==> src/rtl/cov_mon_pkg.sv <==
// Shared types and arithmetic helpers for the multi-channel coverage stall monitor.
// Helpers work on 64-bit values and take the saturation ceiling as an argument so any width up to 64 fits.
package cov_mon_pkg;

  typedef enum logic [1:0] {
    IDLE  = 2'd0,
    FIRED = 2'd1,
    DRAIN = 2'd2
  } mon_state_e;

  // The watchdog cause sits just above the per-channel cause bits.
  function automatic int wdog_bit(input int num_ch);
    return num_ch;
  endfunction

  function automatic logic [63:0] sat_add(input logic [63:0] a,
                                          input logic [63:0] b,
                                          input logic [63:0] max_v);
    logic [64:0] sum;
    sum = {1'b0, a} + {1'b0, b};
    if (sum > {1'b0, max_v}) return max_v;
    return sum[63:0];
  endfunction

  function automatic logic [63:0] sat_mul(input logic [63:0] a,
                                          input logic [63:0] b,
                                          input logic [63:0] max_v);
    logic [127:0] prod;
    prod = {64'd0, a} * {64'd0, b};
    if (prod > {64'd0, max_v}) return max_v;
    return prod[63:0];
  endfunction

endpackage

==> src/rtl/cov_stall_channel.sv <==
// One coverage probe: snapshot, saturating stall counter and progress-scaled threshold compare.
// Counter clears one cycle after a probe change; clr reloads the snapshot regardless of en.
module cov_stall_channel
  import cov_mon_pkg::*;
#(
  parameter int COV_W       = 30,
  parameter int CNT_W       = 32,
  parameter int BASE_WAIT   = 1000,
  parameter int SCALE_SHIFT = 19
) (
  input  logic             clock,
  input  logic             reset,
  input  logic             en,
  input  logic             clr,
  input  logic [COV_W-1:0] cov_i,
  input  logic             mask_i,
  output logic             stall_i,
  output logic [CNT_W-1:0] cnt_i
);

  localparam logic [63:0] CNT_MAX = {{(64-CNT_W){1'b0}}, {CNT_W{1'b1}}};

  logic [COV_W-1:0] snap_q, snap_d;
  logic [CNT_W-1:0] cnt_q, cnt_d;
  logic [CNT_W-1:0] thr;

  // Deeper progress earns proportionally more patience before a stall is declared.
  always_comb begin
    thr = CNT_W'(sat_mul(64'(BASE_WAIT), 64'(cov_i >> SCALE_SHIFT) + 64'd1, CNT_MAX));
  end

  always_comb begin
    snap_d = snap_q;
    cnt_d  = cnt_q;
    if (clr) begin
      snap_d = cov_i;
      cnt_d  = '0;
    end else if (en) begin
      if (cov_i != snap_q) begin
        snap_d = cov_i;
        cnt_d  = '0;
      end else begin
        cnt_d = CNT_W'(sat_add(64'(cnt_q), 64'd1, CNT_MAX));
      end
    end
  end

  always_ff @(posedge clock) begin
    if (!reset) begin
      snap_q <= '0;
      cnt_q  <= '0;
    end else begin
      snap_q <= snap_d;
      cnt_q  <= cnt_d;
    end
  end

  assign stall_i = mask_i & (cnt_q >= thr);
  assign cnt_i   = cnt_q;

endmodule

==> src/rtl/cov_stall_monitor.sv <==
// Multi-channel coverage stall monitor with global watchdog, sticky irq, ack handshake and hold-off.
// irq rises one cycle after a counter meets its threshold; done dominates ack and detection.
module cov_stall_monitor
  import cov_mon_pkg::*;
#(
  parameter int NUM_CH      = 4,
  parameter int COV_W       = 30,
  parameter int CNT_W       = 32,
  parameter int BASE_WAIT   = 1000,
  parameter int SCALE_SHIFT = 19,
  parameter int WDOG_W      = 32,
  parameter int WDOG_LIMIT  = 50000,
  parameter int HOLDOFF     = 16
) (
  input  logic                    clock,
  input  logic                    reset,
  input  logic                    en,
  input  logic [NUM_CH*COV_W-1:0] cov,
  input  logic [NUM_CH-1:0]       ch_mask,
  input  logic                    done,
  input  logic                    irq_ack,
  output logic                    irq,
  output logic [NUM_CH:0]         irq_cause,
  output logic [CNT_W-1:0]        stall_cnt_max
);

  localparam int          WB       = wdog_bit(NUM_CH);
  localparam int          HW       = (HOLDOFF > 1) ? $clog2(HOLDOFF) : 1;
  localparam logic [63:0] WDOG_MAX = {{(64-WDOG_W){1'b0}}, {WDOG_W{1'b1}}};

  mon_state_e        state_q, state_d;
  logic              irq_q, irq_d;
  logic [NUM_CH:0]   cause_q, cause_d;
  logic [HW-1:0]     hold_q, hold_d;
  logic [WDOG_W-1:0] wdog_q, wdog_d;
  logic [CNT_W-1:0]  max_q, max_d;

  logic [NUM_CH-1:0] stall;
  logic [CNT_W-1:0]  cnt [NUM_CH];
  logic              ack_ok;
  logic              clr;
  logic              wd_hit;

  // An ack only counts while an interrupt is outstanding and the monitor is running.
  assign ack_ok = en & (state_q == FIRED) & irq_ack;
  assign clr    = done | ack_ok;
  assign wd_hit = wdog_q >= WDOG_W'(WDOG_LIMIT);

  for (genvar i = 0; i < NUM_CH; i++) begin : g_ch
    cov_stall_channel #(
      .COV_W       (COV_W),
      .CNT_W       (CNT_W),
      .BASE_WAIT   (BASE_WAIT),
      .SCALE_SHIFT (SCALE_SHIFT)
    ) u_ch (
      .clock   (clock),
      .reset   (reset),
      .en      (en),
      .clr     (clr),
      .cov_i   (cov[i*COV_W +: COV_W]),
      .mask_i  (ch_mask[i]),
      .stall_i (stall[i]),
      .cnt_i   (cnt[i])
    );
  end

  always_comb begin
    wdog_d = wdog_q;
    if (clr) begin
      wdog_d = '0;
    end else if (en) begin
      if (state_q == DRAIN) wdog_d = '0;
      else wdog_d = WDOG_W'(sat_add(64'(wdog_q), 64'd1, WDOG_MAX));
    end
  end

  always_comb begin
    state_d = state_q;
    irq_d   = irq_q;
    cause_d = cause_q;
    hold_d  = hold_q;
    if (done) begin
      state_d = IDLE;
      irq_d   = 1'b0;
      cause_d = '0;
      hold_d  = '0;
    end else if (en) begin
      case (state_q)
        IDLE: begin
          if ((|stall) || wd_hit) begin
            state_d                 = FIRED;
            irq_d                   = 1'b1;
            cause_d[WB]             = wd_hit;
            cause_d[NUM_CH-1:0]     = stall;
          end
        end
        FIRED: begin
          if (irq_ack) begin
            irq_d = 1'b0;
            if (HOLDOFF == 0) begin
              state_d = IDLE;
            end else begin
              state_d = DRAIN;
              hold_d  = HW'(HOLDOFF - 1);
            end
          end
        end
        DRAIN: begin
          if (hold_q == '0) state_d = IDLE;
          else hold_d = hold_q - 1'b1;
        end
        default: state_d = IDLE;
      endcase
    end
  end

  always_comb begin
    max_d = '0;
    for (int i = 0; i < NUM_CH; i++) begin
      if (cnt[i] > max_d) max_d = cnt[i];
    end
  end

  always_ff @(posedge clock) begin
    if (!reset) begin
      state_q <= IDLE;
      irq_q   <= 1'b0;
      cause_q <= '0;
      hold_q  <= '0;
      wdog_q  <= '0;
      max_q   <= '0;
    end else begin
      state_q <= state_d;
      irq_q   <= irq_d;
      cause_q <= cause_d;
      hold_q  <= hold_d;
      wdog_q  <= wdog_d;
      max_q   <= max_d;
    end
  end

  assign irq           = irq_q;
  assign irq_cause     = cause_q;
  assign stall_cnt_max = max_q;

endmodule

==> config.mk <==
export PLATFORM = sky130hd
export DESIGN_NAME = cov_stall_monitor
export DESIGN_NICKNAME = d
export VERILOG_FILES = /design/src/rtl/cov_mon_pkg.sv /design/src/rtl/cov_stall_channel.sv /design/src/rtl/cov_stall_monitor.sv
export SDC_FILE = /design/constraint.sdc
export NUM_CORES = 2
export LEC_CHECK = 0
export CORE_AREA = 2 2 256 258
export CTS_CLUSTER_SIZE = 25
export DETAILED_ROUTE_END_ITERATION = 10
export DIE_AREA = 0 0 258 260
export DONT_BUFFER_PORTS = 1
export GPL_ROUTABILITY_DRIVEN = 0
export GPL_TIMING_DRIVEN = 0
export PLACE_DENSITY = 0.75
export SLEW_MARGIN = 5
export SYNTH_ARGS = -nofsm -noshare
export SYNTH_HDL_FRONTEND = slang
export SYNTH_SLANG_ARGS = --single-unit
==> constraint.sdc <==
create_clock -name clock -period 12.7 [get_ports clock]
set_input_delay 3.81 -clock clock [delete_from_list [all_inputs] [get_ports clock]]
set_output_delay 3.81 -clock clock [all_outputs]
set_load 0.02 [all_outputs]
After elaboration in Yosys (flattened, before gate mapping)
Cells that the tools add are included.
Widths: inputs -> output; s select.
- word-level logic and storage cells: 158
- bits in read-only memories: 0
- input bits: 129
- latch bits: 0
- bits in registers: 324
- RAM bits: 0
- memories kept: 0
- output and inout port bits: 38
- equal/unequal tests: 10
- magnitude comparators: 18
- multipliers: 4
- bitwise operators: 8
- divide/modulo/power cells: 0
- reductions and logical operators: 21
- shifts and indexed selects: 0
- add/sub/neg operators: 10
- muxes and demuxes: 73
- operators with widths (kind ; count):
    $mux 32 ; 27
    $mux 30 ; 12
    $gt 74x32->1 const B ; 4
    $add 32x1->33 const B ; 5
    $gt 33x32->1 const B ; 5
    $ge 32x32->1 ; 4
    $ne 30x30->1 ; 4
    $gt 32x32->1 ; 3
    $mul 7x12->19 const A ; 4
    $add 11x1->12 const B ; 4
    $ge 32x16->1 const B ; 1
    $gt 32x1->1 const B ; 1
    $mux 1 ; 26
    $reduce_bool 2->1 ; 7
    $reduce_and 4->1 ; 3
    $mux 4 ; 2
    $pmux 4 s2 ; 1
    $reduce_and 2->1 ; 4
    $and 1x1->1 ; 6
    $mux 2 ; 3
    $ne 2x2->1 const B ; 3
    $pmux 2 s3 ; 1
    $logic_not 4->1 ; 1
    $reduce_or 2->1 ; 2
    11 further kinds ; 11

Logic depth before layout (Yosys ltp)
- depth after elaboration: 11
- mapped depth: 38
- gate-level depth less buffers: 34

Modules after synthesis
From an unflattened synthesis, not the netlist that was laid out.
- cells, all modules: 3966
- area, all modules: 32562.5 um2
- by module, submodules not included (module ; cells an instance ; times used ; seq. area each (um2) ; area an instance (um2)):
    cov_stall_monitor ; 932 ; 1 ; 1521.5 ; 6884.1
    cov_stall_channel (g_ch[3].u_ch) ; 775 ; 1 ; 1241.2 ; 6561.3
    cov_stall_channel (g_ch[2].u_ch) ; 766 ; 1 ; 1241.2 ; 6496.2
    cov_stall_channel (g_ch[0].u_ch) ; 758 ; 1 ; 1241.2 ; 6352.3
    cov_stall_channel (g_ch[1].u_ch) ; 735 ; 1 ; 1241.2 ; 6268.5

Worst setup path after synthesis
No wires, ideal clock.
- kind: input to register
- start: input port cov[21]
- end: register cause_q[1] (netlist: irq_cause[1])
- stages: 26
- slack: 2054 ps
- arrival time: 10525 ps
- path through: clkbuf_1 and3_1 and3_1 and2_1 nand2_1 xnor2_1 inv_1 fa_1 inv_1 fa_1 fa_1 fa_1 ha_1 and3_1 a2111oi_0 nor2_1 a211o_1 a21oi_1 xnor2_1 ha_1 nand3_1 or3_1 o41ai_1 nor3_1 a21oi_1 mux2_2
- word-level cells in the longest chain between the ends: 10
- RTL lines (element ; line ; RTL):
    from (decl) ; cov_stall_monitor.sv:18 ; input logic [NUM_CH*COV_W-1:0] cov,
    $add 11x1->12 * ; cov_stall_channel.sv:29 ; thr = CNT_W'(sat_mul(64'(BASE_WAIT), 64'(cov_i >> SCALE_SHIFT) + 64'd1, CNT_MAX));
    $mul 7x12->19 * ; cov_mon_pkg.sv:29 ; prod = {64'd0, a} * {64'd0, b};
    $gt 74x32->1 ; cov_mon_pkg.sv:30 ; if (prod > {64'd0, max_v}) return max_v;
    $mux 1 ; cov_mon_pkg.sv:30 ;
    $mux 32 * ; cov_mon_pkg.sv:31 ; return prod[63:0];
    $ge 32x32->1 * ; cov_stall_channel.sv:58 ; assign stall_i = mask_i & (cnt_q >= thr);
    $and 1x1->1 * ; cov_stall_channel.sv:58 ;
    $reduce_or 4->1 * ; cov_stall_monitor.sv:90 ; if ((|stall) || wd_hit) begin
    $logic_or 1x1->1 * ; cov_stall_monitor.sv:90 ;
    $reduce_and 3->1 (no source line) * ; - ;
    to (signal assigned) ; cov_stall_monitor.sv:135 ; cause_q <= cause_d;
    to (decl) ; cov_stall_monitor.sv:33 ; logic [NUM_CH:0] cause_q, cause_d;
Every way passes the cells marked *; elsewhere a longest branch is shown, timed or not.
A chain may end at the register's enable or synchronous reset.

Worst setup path after layout
Same ends and word-level chain as after synthesis.

==> metrics.cfg <==
[routing]
ant_nets=0
viasPerCell=6.125
drtIter0Drc=3329
finalWirelength_um=94020
vias=29062
drcViolationCount=0
firstDrtPassIters=6
post_drt_wl_per_cell_um=19.81

[timing]
drv_slew=0
fmax_mhz=88.58
min_period_ps=11290
finalHoldViolCount=0
skew_ps=24.02
rsz0062_at_grt=false
finalWorstSetupSlack_ps=1411
tightest_slew_ps=1227
slew-limit-headroom_pct=18.23
setup_viol=0
setup_tns_ps=0
period_share_pct=88.89

[place]
dpl_worst_slack_ps=791.5
io_buffers=0
hpwl_um=74000

[floorplanning]
dieArea_um2=67080
die_h_um=260
fp.dieW_um=258
rows=93
initial_core_util_pct=49.73
core_area_um2=64120
num_io_pins=167

[clock_network]
holdBufCountCts=0
clk_pin_slew_worst_paths_ps=60
ctsRootBufferMaster=clkbuf_16
h-tree-depth=2
clock_latency_ps=580
cts_resized=0
cts_inserted_buffers=39
post_cts_buffers=0
cts.sinks=324
cts_buffer_depth=3
cts_tree=yes

[synth]
synthCells=3819
synth_top_family_by_area=adder cells
synth.ff_latch_count=324
synth_edf_count=0
synth_xor_area_share_pct=7.197
synth-simple-area-share_pct=21.89
syn_avg_cell_area_um2=8.349
synthAdderAreaFrac_pct=23.65
synthMuxAreaShare_pct=4.764
synth-compound-area-share_pct=15.95
syn-num-nets=4462
syn_area_um2=31880
synth-seq-area-share_pct=20.34
synthFlopType=dfxtp_1
synthArstFlopShare_pct=0
synth_warnings=0
synthDistinctLibCells=91

[grt]
antenna_found_initial=4
grt_pass1_wl_um=148500
grt_max_degree=14
grt-ovfl-total=0
grt_usage_pct=27.51
grt_pass1_vias=27579

[cells_and_area]
layout-drive-gt1-share_pct=4.886
fin_util_pct=53.37
syn2layout_area_growth_pct=7.315
final_common_cell=ha_1
layout.nets=4503
layout_common_cells=ha_1 (366), dfxtp_1 (324), inv_1 (318), nand2_1 (199), nor2_1 (190)

[pwr]
power_frac_comb_pct=52.9
p_sw_mw=1.866
p_int_mw=2.814
clkPwrFrac_pct=24.2
swShare_pct=39.87
vdd_ir_drop_max_v=0.0001007
p_total_mw=4.680
p_leak_nw=14.51
powerDensity_nw_per_um2=136.8
seq_power_share_pct=22.9

[worst_setup_path]
cp-start-kind=input pin
end_kind=flip-flop
worstSetupPathType=input pin to flip-flop
arrival_ps=11760
cp_data_required_time_ps=13170
cp_max_fo=7

[run_status]
run_status=completed

[hold_path]
hp-class=flip-flop to flip-flop

[run]
cap_violations=0

## path summary, 6_finish.rpt
kind	slack [ps]	cells after the start	endpoint	from
worst max-delay path	1410	26	irq_cause[1]	cov[21]
worst min-delay path	490	1	hold_q[0]	hold_q[0]
worst max register to register	2260	37	stall_cnt_max[29]	g_ch[0].u_ch.cnt_i[27]
worst min register to register	490	1	hold_q[0]	hold_q[0]
## layer usage
metal | up-vias | track usage (%) | wire length (um)
li1 | 13806 | - | -
met1 | 13676 | 36.42 | 38850
met2 | 1314 | 42.85 | 40930
met3 | 264 | 6.121 | 9668
met4 | 2 | 12.38 | 4561
met5 | - | 0 | 8
## synth_stat cells (22+ instances only)
library cell / instances / area [um^2]
a211oi_1: 46 / 345.3
a21o_1: 33 / 247.7
a21oi_1: 185 / 925.9
a31oi_1: 55 / 344.1
and2_1: 36 / 225.2
and3_1: 55 / 344.1
and4_1: 32 / 280.3
buf_2: 36 / 180.2
clkbuf_1: 146 / 548.0
dfxtp_1: 324 / 6486
fa_1: 148 / 2963
ha_1: 366 / 4579
inv_1: 318 / 1194
mux2_2: 22 / 247.7
mux2i_1: 127 / 1271
nand2_1: 199 / 747.0
nand2b_1: 35 / 219.0
nand3_1: 166 / 830.8
nand4_1: 105 / 656.9
nor2_1: 190 / 713.2
nor2b_1: 148 / 925.9
nor3_1: 132 / 660.6
nor4_1: 59 / 369.1
o21a_1: 38 / 285.3
o21ai_0: 186 / 930.9
o31ai_1: 41 / 307.8
or2_2: 26 / 162.7
xnor2_1: 170 / 1489
xor2_1: 92 / 805.8
## kinds of logic after synthesis
logic type	count (synthesis)
flip-flops	324
AO/OA/AOI/OAI	781
adder cells (fa/ha/maj)	514
AND/OR/NAND/NOR	1280
multiplexers	149
buffers and inverters	509
XOR/XNOR	262
## sequential cells by signal, summed over array words and instances (netlist names)
| register | cells |
|---|---|
| g_ch.u_ch.cnt_i | 128 |
| wdog_q | 32 |
| g_ch.u_ch.snap_q | 120 |
| irq_cause | 5 |
| stall_cnt_max | 32 |
| hold_q | 4 |
| state_q | 2 |
| irq | 1 |
## layout make-up
type	count	area, um^2
Clock inverter	20	205.2
Clock buffer	50	1047
Sequential cell	324	6486
Multi-Input combinational cell	2986	23430
Tap cell	855	1070
Buffer	191	784.5
Fill cell	5911	29900
Antenna cell	1	2.502
Inverter	318	1194
## power by group through the flow
stage / combinational [mW] / clock (mW) / sequential [mW]
finish: 2.48 / 1.13 / 1.07
global route: 2.88 / 1.18 / 1.07
CTS: 2.50 / 1.14 / 1.07
global placement: 2.41 / 0 / 1.09
detailed placement: 2.47 / 0 / 1.09
floorplan: 2.01 / 0 / 1.09
## critical path, cell delays in order
cell and delay (ps):
clkbuf_1 240, and3_1 230, nand3_1 130, xnor2_1 480, inv_1 230, fa_1 570, inv_1 50, fa_1 530
fa_1 570, inv_1 60, fa_1 530, inv_1 40, ha_1 340, and3_1 180, a2111oi_0 410, nor2_1 170
a211o_1 290, a21oi_1 170, xnor2_1 110, ha_1 300, nand3_1 90, or3_1 400, o41ai_2 830, nor3_1 260
a21oi_1 360, mux2_2 370
## per-stage QoR
| step | instance area (um^2) | hold WS (ps) | std cells |
|---|---|---|---|
| 6_report | 34220 | 486.0 | 4745 |
| 5_1_grt | 34210 | 523.7 | 4744 |
| 4_1_cts | 34210 | 479.7 | 4744 |
| 3_5_place_dp | 32960 | 464.8 | 4674 |
| 3_3_place_gp | 32950 | 454.7 | 4674 |
| 2_1_floorplan | 31880 | 434.1 | 3819 |
No activity file was read; power rests on OpenSTA's default activity.
